--- config.mk ---
export PLATFORM = sky130hd
export DESIGN_NAME = winograd_tile_buffer_flat
export DESIGN_NICKNAME = d
export VERILOG_FILES = /design/src/rtl/winograd_pkg.sv /design/src/rtl/winograd_tile_buffer_if.sv /design/src/rtl/winograd_row_store.sv /design/src/rtl/winograd_tile_buffer.sv /design/src/flat_wrapper.sv
export SDC_FILE = /design/constraint.sdc
export NUM_CORES = 1
export LEC_CHECK = 0
export ABC_CLOCK_PERIOD_IN_PS = 6900
export BUFFER_PORTS_ARGS = -buffer_cell sky130_fd_sc_hd__buf_4
export CAP_MARGIN = 30
export CORE_ASPECT_RATIO = 0.6
export CORE_MARGIN = 8
export CORE_UTILIZATION = 65
export CTS_CLUSTER_DIAMETER = 50
export DETAILED_ROUTE_END_ITERATION = 6
export GPL_TIMING_DRIVEN = 0
export HOLD_SLACK_MARGIN = 0.1
export PLACE_DENSITY = 0.91
export SYNTH_ARGS = -nofsm -noshare
export SYNTH_HDL_FRONTEND = slang
export SYNTH_SLANG_ARGS = --single-unit
export TNS_END_PERCENT = 100
--- constraint.sdc ---
create_clock -name clk -period 6.9 [get_ports clk]
set_input_delay 1.38 -clock clk [delete_from_list [all_inputs] [get_ports clk]]
set_output_delay 1.38 -clock clk [all_outputs]
set_load 0.01 [all_outputs]
--- src/rtl/winograd_pkg.sv ---
// Shared types and constants for the Winograd F(2x2,3x3) tile buffer:
// tile geometry, FSM state encoding and the tile byte-index helper.
package winograd_pkg;

    localparam int DW_DEFAULT = 8;
    localparam int TILE_N     = 4;
    localparam int STRIDE     = 2;
    localparam int SLOTS      = 4;

    typedef enum logic [1:0] {
        IDLE,
        FILL,
        EMIT,
        DONE
    } state_e;

    // Byte position of tile element (r, c) inside the flattened 4x4 tile.
    function automatic int idx(input int r, input int c);
        return TILE_N * r + c;
    endfunction

endpackage

--- src/rtl/winograd_tile_buffer_if.sv ---
// Pixel-in / tile-out handshake bundle between a raster source, the tile
// buffer and the downstream Winograd engine.
interface winograd_tile_buffer_if #(
    parameter int IMG_W = 8,
    parameter int IMG_H = 8,
    parameter int DW    = winograd_pkg::DW_DEFAULT
);

    localparam int TR_W  = $clog2(IMG_H / 2);
    localparam int TC_W  = $clog2(IMG_W / 2);
    localparam int TILE_W = winograd_pkg::TILE_N * winograd_pkg::TILE_N * DW;

    logic              start;
    logic [DW-1:0]     pix_in;
    logic              pix_valid;
    logic              pix_ready;
    logic [TILE_W-1:0] tile_out;
    logic              tile_valid;
    logic              tile_ready;
    logic [TR_W-1:0]   tile_row;
    logic [TC_W-1:0]   tile_col;
    logic              frame_done;
    logic              busy;

    modport master (
        output start, pix_in, pix_valid, tile_ready,
        input  pix_ready, tile_out, tile_valid, tile_row, tile_col, frame_done, busy
    );

    modport slave (
        input  start, pix_in, pix_valid, tile_ready,
        output pix_ready, tile_out, tile_valid, tile_row, tile_col, frame_done, busy
    );

endinterface

--- src/rtl/winograd_row_store.sv ---
// Four rotating pixel-row slots with a single write port and a combinational
// 4x4 window read; the window's top row is slot rd_base_i.
module winograd_row_store
    import winograd_pkg::*;
#(
    parameter int IMG_W = 8,
    parameter int DW    = DW_DEFAULT,
    localparam int COL_W = $clog2(IMG_W)
) (
    input  logic                        clk,
    input  logic                        wr_en_i,
    input  logic [1:0]                  wr_slot_i,
    input  logic [COL_W-1:0]            wr_col_i,
    input  logic [DW-1:0]               wr_data_i,
    input  logic [1:0]                  rd_base_i,
    input  logic [COL_W-1:0]            rd_col_i,
    output logic [TILE_N*TILE_N*DW-1:0] window_o
);

    logic [DW-1:0] mem_q [SLOTS][IMG_W];

    // NOTE: no reset on the pixel array; every location a tile reads has been
    // written during FILL first, so its power-up contents are never observed.
    // NOTE: sequential state uses non-blocking assignment so every register
    // samples pre-edge values regardless of block ordering.
    always_ff @(posedge clk) begin
        if (wr_en_i) begin
            mem_q[wr_slot_i][wr_col_i] <= wr_data_i;
        end
    end

    // NOTE: a default assignment first keeps this block latch-free even if a
    // loop bound or index is later edited.
    always_comb begin
        window_o = '0;
        for (int r = 0; r < TILE_N; r++) begin
            for (int c = 0; c < TILE_N; c++) begin
                window_o[DW*idx(r, c) +: DW] = mem_q[rd_base_i + 2'(r)][rd_col_i + COL_W'(c)];
            end
        end
    end

endmodule

--- src/rtl/winograd_tile_buffer.sv ---
// Raster-to-tile front end for the Winograd F(2x2,3x3) engine: buffers four
// pixel rows and emits overlapping 4x4 tiles at stride 2, band by band.
module winograd_tile_buffer
    import winograd_pkg::*;
#(
    parameter int IMG_W = 8,
    parameter int IMG_H = 8,
    parameter int DW    = DW_DEFAULT
) (
    input  logic                  clk,
    input  logic                  rst,
    winograd_tile_buffer_if.slave bus
);

    localparam int COL_W = $clog2(IMG_W);
    localparam int TR_W  = $clog2(IMG_H / 2);
    localparam int TC_W  = $clog2(IMG_W / 2);

    localparam logic [COL_W-1:0] LAST_PIX_COL  = COL_W'(IMG_W - 1);
    localparam logic [TC_W-1:0]  LAST_TILE_COL = TC_W'(IMG_W / 2 - 2);
    localparam logic [TR_W-1:0]  LAST_TILE_ROW = TR_W'(IMG_H / 2 - 2);

    state_e           state_q;
    logic [TR_W-1:0]  tile_row_q;
    logic [TC_W-1:0]  tile_col_q;
    logic [1:0]       base_q;
    logic [1:0]       wr_slot_q;
    logic [COL_W-1:0] wr_col_q;
    logic [2:0]       rows_left_q;
    logic             pix_ready_q;
    logic             tile_valid_q;
    logic             frame_done_q;
    logic             busy_q;

    logic             pix_fire;
    logic             tile_fire;
    logic             last_pix;
    logic [1:0]       base_d;
    logic [COL_W-1:0] rd_col;

    assign pix_fire  = bus.pix_valid && pix_ready_q;
    assign tile_fire = bus.tile_ready && tile_valid_q;
    assign last_pix  = (rows_left_q == 3'd1) && (wr_col_q == LAST_PIX_COL);
    assign base_d    = base_q + 2'(STRIDE);
    assign rd_col    = COL_W'(STRIDE * tile_col_q);

    always_ff @(posedge clk) begin
        if (rst) begin
            state_q      <= IDLE;
            tile_row_q   <= '0;
            tile_col_q   <= '0;
            base_q       <= '0;
            wr_slot_q    <= '0;
            wr_col_q     <= '0;
            rows_left_q  <= '0;
            pix_ready_q  <= 1'b0;
            tile_valid_q <= 1'b0;
            frame_done_q <= 1'b0;
            busy_q       <= 1'b0;
        end else begin
            frame_done_q <= 1'b0;
            case (state_q)
                IDLE: begin
                    if (bus.start) begin
                        state_q     <= FILL;
                        rows_left_q <= 3'd4;
                        wr_slot_q   <= base_q;
                        wr_col_q    <= '0;
                        pix_ready_q <= 1'b1;
                        busy_q      <= 1'b1;
                    end
                end

                FILL: begin
                    if (pix_fire) begin
                        if (wr_col_q == LAST_PIX_COL) begin
                            wr_col_q    <= '0;
                            wr_slot_q   <= wr_slot_q + 2'd1;
                            rows_left_q <= rows_left_q - 3'd1;
                        end else begin
                            wr_col_q <= wr_col_q + COL_W'(1);
                        end
                        if (last_pix) begin
                            state_q      <= EMIT;
                            pix_ready_q  <= 1'b0;
                            tile_valid_q <= 1'b1;
                        end
                    end
                end

                EMIT: begin
                    if (tile_fire) begin
                        if (tile_col_q != LAST_TILE_COL) begin
                            tile_col_q <= tile_col_q + TC_W'(1);
                        end else if (tile_row_q != LAST_TILE_ROW) begin
                            // Bottom two rows stay put as the next band's top half;
                            // the two slots after them are refilled.
                            tile_col_q   <= '0;
                            tile_row_q   <= tile_row_q + TR_W'(1);
                            base_q       <= base_d;
                            wr_slot_q    <= base_d + 2'(STRIDE);
                            wr_col_q     <= '0;
                            rows_left_q  <= 3'(STRIDE);
                            state_q      <= FILL;
                            tile_valid_q <= 1'b0;
                            pix_ready_q  <= 1'b1;
                        end else begin
                            state_q      <= DONE;
                            tile_valid_q <= 1'b0;
                            frame_done_q <= 1'b1;
                        end
                    end
                end

                DONE: begin
                    state_q    <= IDLE;
                    busy_q     <= 1'b0;
                    tile_row_q <= '0;
                    tile_col_q <= '0;
                    base_q     <= '0;
                end

                default: state_q <= IDLE;
            endcase
        end
    end

    winograd_row_store #(
        .IMG_W (IMG_W),
        .DW    (DW)
    ) u_store (
        .clk       (clk),
        .wr_en_i   (pix_fire),
        .wr_slot_i (wr_slot_q),
        .wr_col_i  (wr_col_q),
        .wr_data_i (bus.pix_in),
        .rd_base_i (base_q),
        .rd_col_i  (rd_col),
        .window_o  (bus.tile_out)
    );

    assign bus.pix_ready  = pix_ready_q;
    assign bus.tile_valid = tile_valid_q;
    assign bus.tile_row   = tile_row_q;
    assign bus.tile_col   = tile_col_q;
    assign bus.frame_done = frame_done_q;
    assign bus.busy       = busy_q;

    // A presented tile must not move until the engine takes it.
    assert property (@(posedge clk) disable iff (rst)
        tile_valid_q && !bus.tile_ready |=> tile_valid_q && $stable(bus.tile_out)
            && $stable(tile_row_q) && $stable(tile_col_q));

    assert property (@(posedge clk) disable iff (rst) !(pix_ready_q && tile_valid_q));

endmodule
--- src/flat_wrapper.sv ---
// flat-port wrapper written by rule: the top's interface ports become plain ports
module winograd_tile_buffer_flat import winograd_pkg::*;
#(
    parameter int IMG_W = 8,
    parameter int IMG_H = 8,
    parameter int DW    = DW_DEFAULT
)
  (clk, rst, bus_start, bus_pix_in, bus_pix_valid, bus_tile_ready, bus_pix_ready, bus_tile_out, bus_tile_valid, bus_tile_row, bus_tile_col, bus_frame_done, bus_busy);
  winograd_tile_buffer_if #(.IMG_W(IMG_W), .IMG_H(IMG_H), .DW(DW)) bus_i ();
  input  logic clk;
  input  logic rst;
  input wire logic [$bits(bus_i.start)-1:0] bus_start;
  input wire logic [$bits(bus_i.pix_in)-1:0] bus_pix_in;
  input wire logic [$bits(bus_i.pix_valid)-1:0] bus_pix_valid;
  input wire logic [$bits(bus_i.tile_ready)-1:0] bus_tile_ready;
  output wire logic [$bits(bus_i.pix_ready)-1:0] bus_pix_ready;
  output wire logic [$bits(bus_i.tile_out)-1:0] bus_tile_out;
  output wire logic [$bits(bus_i.tile_valid)-1:0] bus_tile_valid;
  output wire logic [$bits(bus_i.tile_row)-1:0] bus_tile_row;
  output wire logic [$bits(bus_i.tile_col)-1:0] bus_tile_col;
  output wire logic [$bits(bus_i.frame_done)-1:0] bus_frame_done;
  output wire logic [$bits(bus_i.busy)-1:0] bus_busy;
  assign bus_i.start = bus_start;
  assign bus_i.pix_in = bus_pix_in;
  assign bus_i.pix_valid = bus_pix_valid;
  assign bus_i.tile_ready = bus_tile_ready;
  assign bus_pix_ready = bus_i.pix_ready;
  assign bus_tile_out = bus_i.tile_out;
  assign bus_tile_valid = bus_i.tile_valid;
  assign bus_tile_row = bus_i.tile_row;
  assign bus_tile_col = bus_i.tile_col;
  assign bus_frame_done = bus_i.frame_done;
  assign bus_busy = bus_i.busy;
  winograd_tile_buffer #(.IMG_W(IMG_W), .IMG_H(IMG_H), .DW(DW)) u_core (.clk(clk), .rst(rst), .bus(bus_i));
endmodule
==> results of run 1 <==
==> sequential cells by signal, indices dropped and copies added, names as in the netlist, named ones only <==
| name | flops |
|---|---|
| u_core.bus.frame_done | 1 |
| u_core.bus.busy | 1 |
| u_core.state_q | 2 |
| u_core.rows_left_q | 3 |
| u_core.wr_col_q | 3 |
| u_core.bus.pix_ready | 1 |
| u_core.bus.tile_valid | 1 |
| u_core.base_q | 2 |
| u_core.bus.tile_col | 2 |
| u_core.wr_slot_q | 2 |
| u_core.u_store.mem_q | 256 |
| u_core.bus.tile_row | 2 |
==> worst paths after layout <==
| check | start | to | slack [ps] | cells past startpoint |
|---|---|---|---|---|
| min | u_core.bus.busy | u_core.bus.busy | 510 | 2 |
| min reg2reg | u_core.bus.busy | u_core.bus.busy | 510 | 2 |
| max reg2reg | u_core.bus.tile_col[0] | u_core.wr_col_q[1] | 4170 | 7 |
| max | u_core.bus.tile_col[0] | bus_tile_out[62] | 1130 | 9 |
==> per-layer routing <==
metal | wire, um | vias up | track usage, %
li1 | - | 5644 | -
met1 | 26750 | 7663 | 59.10
met2 | 30790 | 2192 | 64.23
met3 | 18070 | 548 | 31.83
met4 | 6312 | 10 | 23.10
met5 | 334 | - | 5.763
==> worst max-delay path: cells and delay by family, from the launching register on <==
kind                     cells  cell delay [ps]
AND/OR/NAND/NOR              1              250
flip-flops                   1              480
buffers and inverters        5             2090
AO/OA/AOI/OAI                2              460
adder cells (fa/ha/maj)      1              530
==> layout make-up <==
cell class              instances  area [um2]
diodes                          1       2.502
plain buffers                 114       674.4
clock buffers                  31       690.7
clock inverters                17       264.0
fillers                      1575        6381
inverters                      12       45.04
multi-input cells             834        8901
flip-flops and latches        278        8128
well taps                     360       450.4
repair buffers                148        1111
==> power by group <==
group,internal [mW],leakage (nW),switching (mW)
logic,0.484,3.59,0.832
registers,1.88,2.48,0.0369
clock network,0.924,0.463,0.733
==> logic make-up after synthesis <==
| logic type | after synthesis | share of synthesized area [%] |
|---|---|---|
| adder cells (fa/ha/maj) | 17 | 1.198 |
| AND/OR/NAND/NOR | 136 | 3.856 |
| flip-flops | 278 | 45.79 |
| buffers and inverters | 126 | 4.054 |
| AO/OA/AOI/OAI | 292 | 13.41 |
| multiplexers | 389 | 31.69 |
==> cells in the mapped netlist (all sizes together) (2+ instances only) <==
master / instances / area share (%)
mux2i: 197 / 11
mux2: 64 / 4.1
nand2b: 7 / 0.25
nand3: 2 / 0.056
and2: 34 / 1.2
a221o: 32 / 1.8
nand2: 46 / 0.97
inv: 12 / 0.25
a31oi: 3 / 0.11
dfxtp: 22 / 2.5
o31ai: 3 / 0.13
nor2: 21 / 0.44
nor3: 6 / 0.17
nand4: 4 / 0.14
o21ai: 5 / 0.14
or4: 2 / 0.085
a311oi: 2 / 0.099
a211oi: 3 / 0.13
a22o: 33 / 1.6
nor2b: 7 / 0.25
buf: 66 / 2.8
ha: 17 / 1.2
a32oi: 2 / 0.099
o221ai: 64 / 3.2
clkbuf: 48 / 1.0
a22oi: 129 / 5.5
a21oi: 7 / 0.20
edfxtp: 256 / 43
mux4: 128 / 17
nor3b: 2 / 0.085
==> metrics by stage <==
| step | hold WS, ps | util (%) | area (um2) |
|---|---|---|---|
| 2_1_floorplan | 473.1 | - | 17750 |
| 3_3_place_gp | 464.1 | 72.46 | 19310 |
| 3_5_place_dp | 492.8 | 72.46 | 19310 |
| 4_1_cts | 504.4 | 76.04 | 20260 |
| 5_1_grt | 538.8 | 76.05 | 20270 |
| 6_report | 506.7 | 76.05 | 20270 |
==> results.md, run 1 <==
Place:
- Port buffering added 148 buffers.
- The global placement routability congestion is 1.136.
- The worst setup timing slack at the placement stage is 2057 ps.
- The HPWL after detailed placement is 61530 um.
- Including well taps, the total number of placed cells is 1746.

STA:
- At the pin with the least slew margin, the transition time is 1000 ps.
- The total of endpoints with negative setup slack in the final report is 0.
- The clock period could shrink to 5773 ps.
- The largest clock skew in the final design is 12.09 ps.
- Adding up every negative setup slack in the final design gives 0 ps.
- Setup repair after global routing left no endpoint under its margin.
- The hold violation count in the final report is 0.
- Of the available clock period, the critical path in the final layout requires 83.67%.
- The normalized max-slew margin is 33.33%.
- The final number of max-transition violations is 0.
- The smallest setup slack after layout is 1127 ps.
- Based on the critical path, the design can be clocked at up to 0.1732 GHz.

Route:
- After detailed routing, the number of vias per cell comes to 8.945.
- The final layout contains routed wiring with a total length of 82240 um.
- The via count is 16060.
- For this run, design rule violations remaining after detail routing come to 97.
- After detailed routing, the average wire length per cell comes to 45.82 um.
- The antenna violation net count after detailed routing is 0.
- The detailed-routing iteration count for the pre-antenna-repair pass is 7.
- The number of DRC violations after detailed-routing iteration 0 is 4296.

Clock tree:
- After clock tree synthesis, the repair step resized 0 gates.
- The TritonCTS clock tree is yes.
- The number of buffers added to fix hold violations after cts is 0.
- The buffer levels on the longest clock path is 3.
- The buffers inserted during post-CTS setup optimization is 0.
- The number of clock buffers added by TritonCTS is 27.
- The number of sinks handled by clock tree synthesis is 278.
- The clock edge transition at the registers on the reported setup and hold paths is 70 ps.
- The clock reaches the later pin of the worst-skew pair after 590 ps.
- In this run the number of H-tree levels came out at 1.
- The clock root buffer is sky130_fd_sc_hd__clkbuf_16.

Critical path:
- STA puts the critical path data required time at 5520 ps.
- The master of the slowest instance on the critical path is sky130_fd_sc_hd__clkbuf_1.
- The most common cell type on the critical path is sky130_fd_sc_hd__clkbuf_1.
- The nature of the critical path endpoint is an output port.
- The type of origin of the critical path is a register.
- STA puts the critical path data arrival time at 4390 ps.
- Of all nets on the critical path, the largest fanout is 10.
- The type of the worst setup path is reg2out.
- For this run, the slowest stage of the critical path takes 750 ps.
- Walking the worst path, the cells encountered are buf_2 -> inv_1 -> ha_1 -> and2_1 -> clkbuf_1 -> clkbuf_1 -> a22oi_1 -> o221ai_1 -> buf_4.

Global routing:
- The maximum number of pins on one net before global-route repair is 33.
- The global router's overall resource usage is 48.24%.
- After global routing the overflow that remains totals 0.
- The via count of the first global-routing pass was 14820.
- The first-pass GRT wire length is 111700 um.
- The initial antenna violation count is 3.

Floorplanning:
- The number of I/O pins is 149.
- The starting density of the core is 66.60%.
- In this run the vertical extent of the chip is 144.0 um.
- In this run the standard cell core region covers 26650 um2.
- The count of standard-cell rows is 46.
- The area of the die is 33020 um2.
- The floorplan step set the die width to 229.3 um.

Logic synthesis:
- The yosys synthesis warning count is 0.
- A synthesized cell averages 14.34 um2.
- Summing the sequential cell areas from Yosys gives 45.79% of the chip area.
- Synthesis produced 1238 cells.
- The synthesized design contains 278 register bits.
- The fraction of synthesis flops using an asynchronous set or reset pin is 0%.
- The cell area after synthesis is 17750 um2.
- The net count of the mapped netlist is 1268.
- The most used flip-flop cell after synthesis is sky130_fd_sc_hd__edfxtp_1.
- The netlist uses 51 different library cells.
- Counting flops with a built-in enable in the synthesized netlist gives 256.

Pwr:
- IR analysis of the VDD net gives a maximum drop of 0.0003717 V.
- The overall power of the completed layout is 4.889 mW.
- The static leakage is 6.534 nW.
- The power density over the cells is 241.2 nW/um2.

Outcome:
- The final reports fail on design-rule violations.
- The run finished, with violations left.

Final layout:
- The final cell count without fillers is 1795.
- The synthesis-to-finish area growth is 14.19%.
- The library cells used most frequently in the layout, excluding fill and tap cells, are sky130_fd_sc_hd__edfxtp_1 (256), sky130_fd_sc_hd__mux2i_1 (197), sky130_fd_sc_hd__buf_4 (150).
- For this run, the post-layout net count is 1445.
- The most frequent standard cell in the layout excluding fill and tap cells is sky130_fd_sc_hd__edfxtp_1.
- The fraction of layout instances using a drive strength above 1 is 29.85%.

Hold path:
- The path class of the tightest hold or removal check is reg2reg.

Flow run:
- Max-cap violations in this run came to 0.
No activity file was read; power rests on OpenSTA's default activity.
==> run 2: changes to the inputs <==
- ABC_CLOCK_PERIOD_IN_PS: 6900 -> 5590
- CORE_UTILIZATION: 65 -> 61
- PLACE_DENSITY: 0.91 -> 0.86
- clock period: 6.9 -> 5.59 ns (I/O delays scaled with it)
==> run 2 against run 1 <==
Compared with the run above: the flow now finishes without violations; hold slack improved by 7.7 ps; via count fell by 3.2%; global-route usage fell by 3.7 points; sequential power rose by 24%; final area rose by 0.33%; non-clock buffer count did not move; utilization fell by 5.2 points; sequential cell count did not move; largest cell class unchanged; largest power group unchanged.
==> results.md, run 2 (synthesized netlist as in run 1, its figures left out) <==
Outcome:
- The run finished with clean final reports.

Floorplanning:
- The standard cell core area is 28710 um2.
- The die is 236.2 um wide.
- The count of standard-cell rows is 48.
- The number of I/O pins is 149.
- The die covers 34990 um2.
- The die boundary height is 148.1 um.
- The starting density of the core is 61.82%.

STA:
- The largest clock skew in the final design is 15.01 ps.
- The total of endpoints with negative setup slack in the final report is 0.
- The sum of negative setup slack is 0 ps.
- Static timing analysis puts the maximum clock frequency at 0.1869 GHz.
- The minimum clock period after layout is 5349 ps.
- The worst path uses 95.70% of the clock period.
- The hold violation count in the final report is 0.
- Setup repair after global routing left no endpoint under its margin.
- At the pin with the least slew margin, the transition time is 1034 ps.
- Across all hold checks on the routed design, the worst slack comes to 514.4 ps.
- The final number of max-transition violations is 0.
- The normalized max-slew margin is 31.04%.
- The smallest setup slack after layout is 240.6 ps.

Critical path:
- The largest fanout on the critical path is 10.
- The nature of the critical path endpoint is an output port.
- For the worst setup path, the data required time is 4470 ps.
- In this run the register-to-register setup slack is 2880 ps.
- The most common cell type on the critical path is sky130_fd_sc_hd__clkbuf_1.
- In this run the critical register-to-register path is launched from u_core.bus.tile_col[0].
- The number of cells traversed by the worst register-to-register path is 7.
- Data arrives at the worst endpoint at 4230 ps.
- The type of origin of the critical path is a register.
- The largest individual stage delay along the critical path comes from the cell sky130_fd_sc_hd__clkbuf_1.
- Walking the worst path, the cells encountered are buf_2 -> inv_1 -> ha_1 -> and2_1 -> clkbuf_1 -> clkbuf_1 -> a22oi_1 -> o221ai_1 -> buf_4.
- Counting both buffers and inverters, the worst setup path holds a total of 5.
- The type of the worst setup path is reg2out.
- In this design, the largest share of critical-path delay is due to buffers and inverters.
- The worst register-to-register path ends at u_core.wr_slot_q[0].
- The largest single stage delay on the critical path is 730 ps.

Place:
- The HPWL after detailed placement is 61620 um.
- After detailed placement, the total cell area comes to 19330 um2.
- The worst setup timing slack at the placement stage is 1156 ps.
- In this run the tool buffered the top-level ports with 148 buffer cells.
- The global placement routability congestion is 1.122.

Final layout:
- The flip-flop count of the largest register, all copies and words added is 256.
- The library cells used most frequently in the layout, excluding fill and tap cells, are sky130_fd_sc_hd__edfxtp_1 (256), sky130_fd_sc_hd__mux2i_1 (197), sky130_fd_sc_hd__buf_4 (150).
- Of the cells placed in the final design, the portion with a size suffix greater than 1 is 29.83%.
- The most frequent standard cell in the layout excluding fill and tap cells is sky130_fd_sc_hd__edfxtp_1.
- The largest registers in the layout are u_core.u_store.mem_q (256), u_core.rows_left_q (3), u_core.wr_col_q (3).
- Fill cells in the final layout number 1933.
- The cell area after layout is 20330 um2.
- The final layout contains 1446 nets.
- The repair_antennas step left the layout with diodes totalling 0.
- u_core.u_store.mem_q holds more flip-flops than any other register.
- Registers take 8128 um2.
- The multi-input combinational cells in the finished layout cover a total of 8901 um2.
- From synthesis to final layout, the design area changed by 14.56%.

Global routing:
- For this run the aggregate overflow at the end of global routing stands at 0.
- The first global-routing pass estimated 110200 um of wire.
- Entering global routing, the biggest net connects 33 pins.
- The global router's overall resource usage is 44.51%.
- The initial antenna violation count is 3.
- The via count of the first global-routing pass is 14500.

Hold path:
- The start point of the worst hold path is u_core.bus.busy.
- The class of the worst hold path is reg2reg.
- The worst hold path terminates at u_core.bus.busy.
- The worst hold path was traced through 2 stages.

Clock tree:
- The post-CTS resize count is 0.
- TritonCTS built the clock tree.
- Clock tree synthesis inserted a total of 28 buffers.
- The clock edge transition at the registers on the reported setup and hold paths is 70 ps.
- The number of levels the H-tree was split into is 1.
- The root buffer cell chosen for the clock tree is sky130_fd_sc_hd__clkbuf_16.
- The number of buffers added to fix hold violations after cts is 0.
- At the later pin of the worst-skew pair, clock insertion delay measures 600 ps.
- The buffer levels on the longest clock path is 3.
- After clock tree synthesis, the setup repair step added 0 buffers.
- The number of sinks handled by clock tree synthesis is 278.

Route:
- The detailed router placed 15550 vias in this run.
- In this run, the number of DRC markers left after iteration 0 of detailed routing was 3328.
- The antenna violation net count after detailed routing is 0.
- The first detailed-routing pass ran for 7 iterations.
- In the routed design, unresolved DRC markers number 0.
- The final routed wire length divided by cell count is 44.27 um.
- The aggregate routed wire length is 80260 um.
- The detail-routed via count per cell is 8.575.

Flow run:
- The tool flagged a number of max-cap violations equal to 0.

Pwr:
- The worst ir drop on vdd is 0.0003368 V.
- The overall power of the completed layout is 6.044 mW.
- The static leakage is 6.559 nW.
- The power density over the cells is 297.3 nW/um2.
-- run 2: cell types whose count changed in the layout (fill, tap and decap cells not counted), moves of 3 or more --
| cell | before | now |
|---|---|---|
| sky130_fd_sc_hd__inv_8 | 3 | 0 |
| sky130_fd_sc_hd__clkinv_1 | 0 | 3 |
| sky130_fd_sc_hd__clkbuf_16 | 27 | 31 |
| sky130_fd_sc_hd__inv_6 | 0 | 3 |
-- run 2: cell type report --
class                   count  area share, %
plain buffers             114          3.317
well taps                 375          2.308
multi-input cells         834          43.78
repair buffers            148          5.464
clock buffers              35          3.889
inverters                  12         0.2215
clock inverters            17          1.052
flip-flops and latches    278          39.97
-- run 2: worst max-delay path by stage --
stage	startpoint	to	slack [ps]	cells after the start
floorplan	u_core.bus.tile_col[0]	bus_tile_out[81]	2350	8
global placement	u_core.bus.tile_col[0]	bus_tile_out[120]	1170	9
detailed placement	u_core.bus.tile_col[0]	bus_tile_out[120]	1160	9
CTS	u_core.bus.tile_col[0]	bus_tile_out[120]	550	9
global route	u_core.bus.tile_col[0]	bus_tile_out[120]	400	9
finish	u_core.bus.tile_col[0]	bus_tile_out[54]	240	9
-- run 2: where the power goes --
group	internal, mW	switching, mW	total (mW)	leakage (nW)
registers	2.32	0.0420	2.36	2.48
clock network	1.20	0.897	2.10	0.489
logic	0.597	0.991	1.59	3.59
total	4.11	1.93	6.04	6.56
-- run 2: per-stage QoR --
stage / util (%) / cells
after floorplan: - / 1238
after global placement: 67.33 / 1761
after detailed placement: 67.33 / 1761
after CTS: 70.83 / 1813
after global routing: 70.83 / 1813
final: 70.83 / 1813
-- run 2: metal layers --
layer / track usage (%) / routed length [um] / vias to the layer above
met5: 1.297 / 110 / -
met4: 17.21 / 4397 / 4
met3: 23.89 / 15590 / 372
met2: 60.36 / 31480 / 1914
met1: 59.27 / 28680 / 7619
li1: - / - / 5637
-- run 2: worst reg2reg max path: cells and delay by family (launching register included) --
kind                       cells  cell delay [ps]
buffers and inverters          2              530
DFF                            1              380
and+or+nand+nor                1              120
adders and majority gates      1              320
AOI/OAI and AO/OA              3             1270
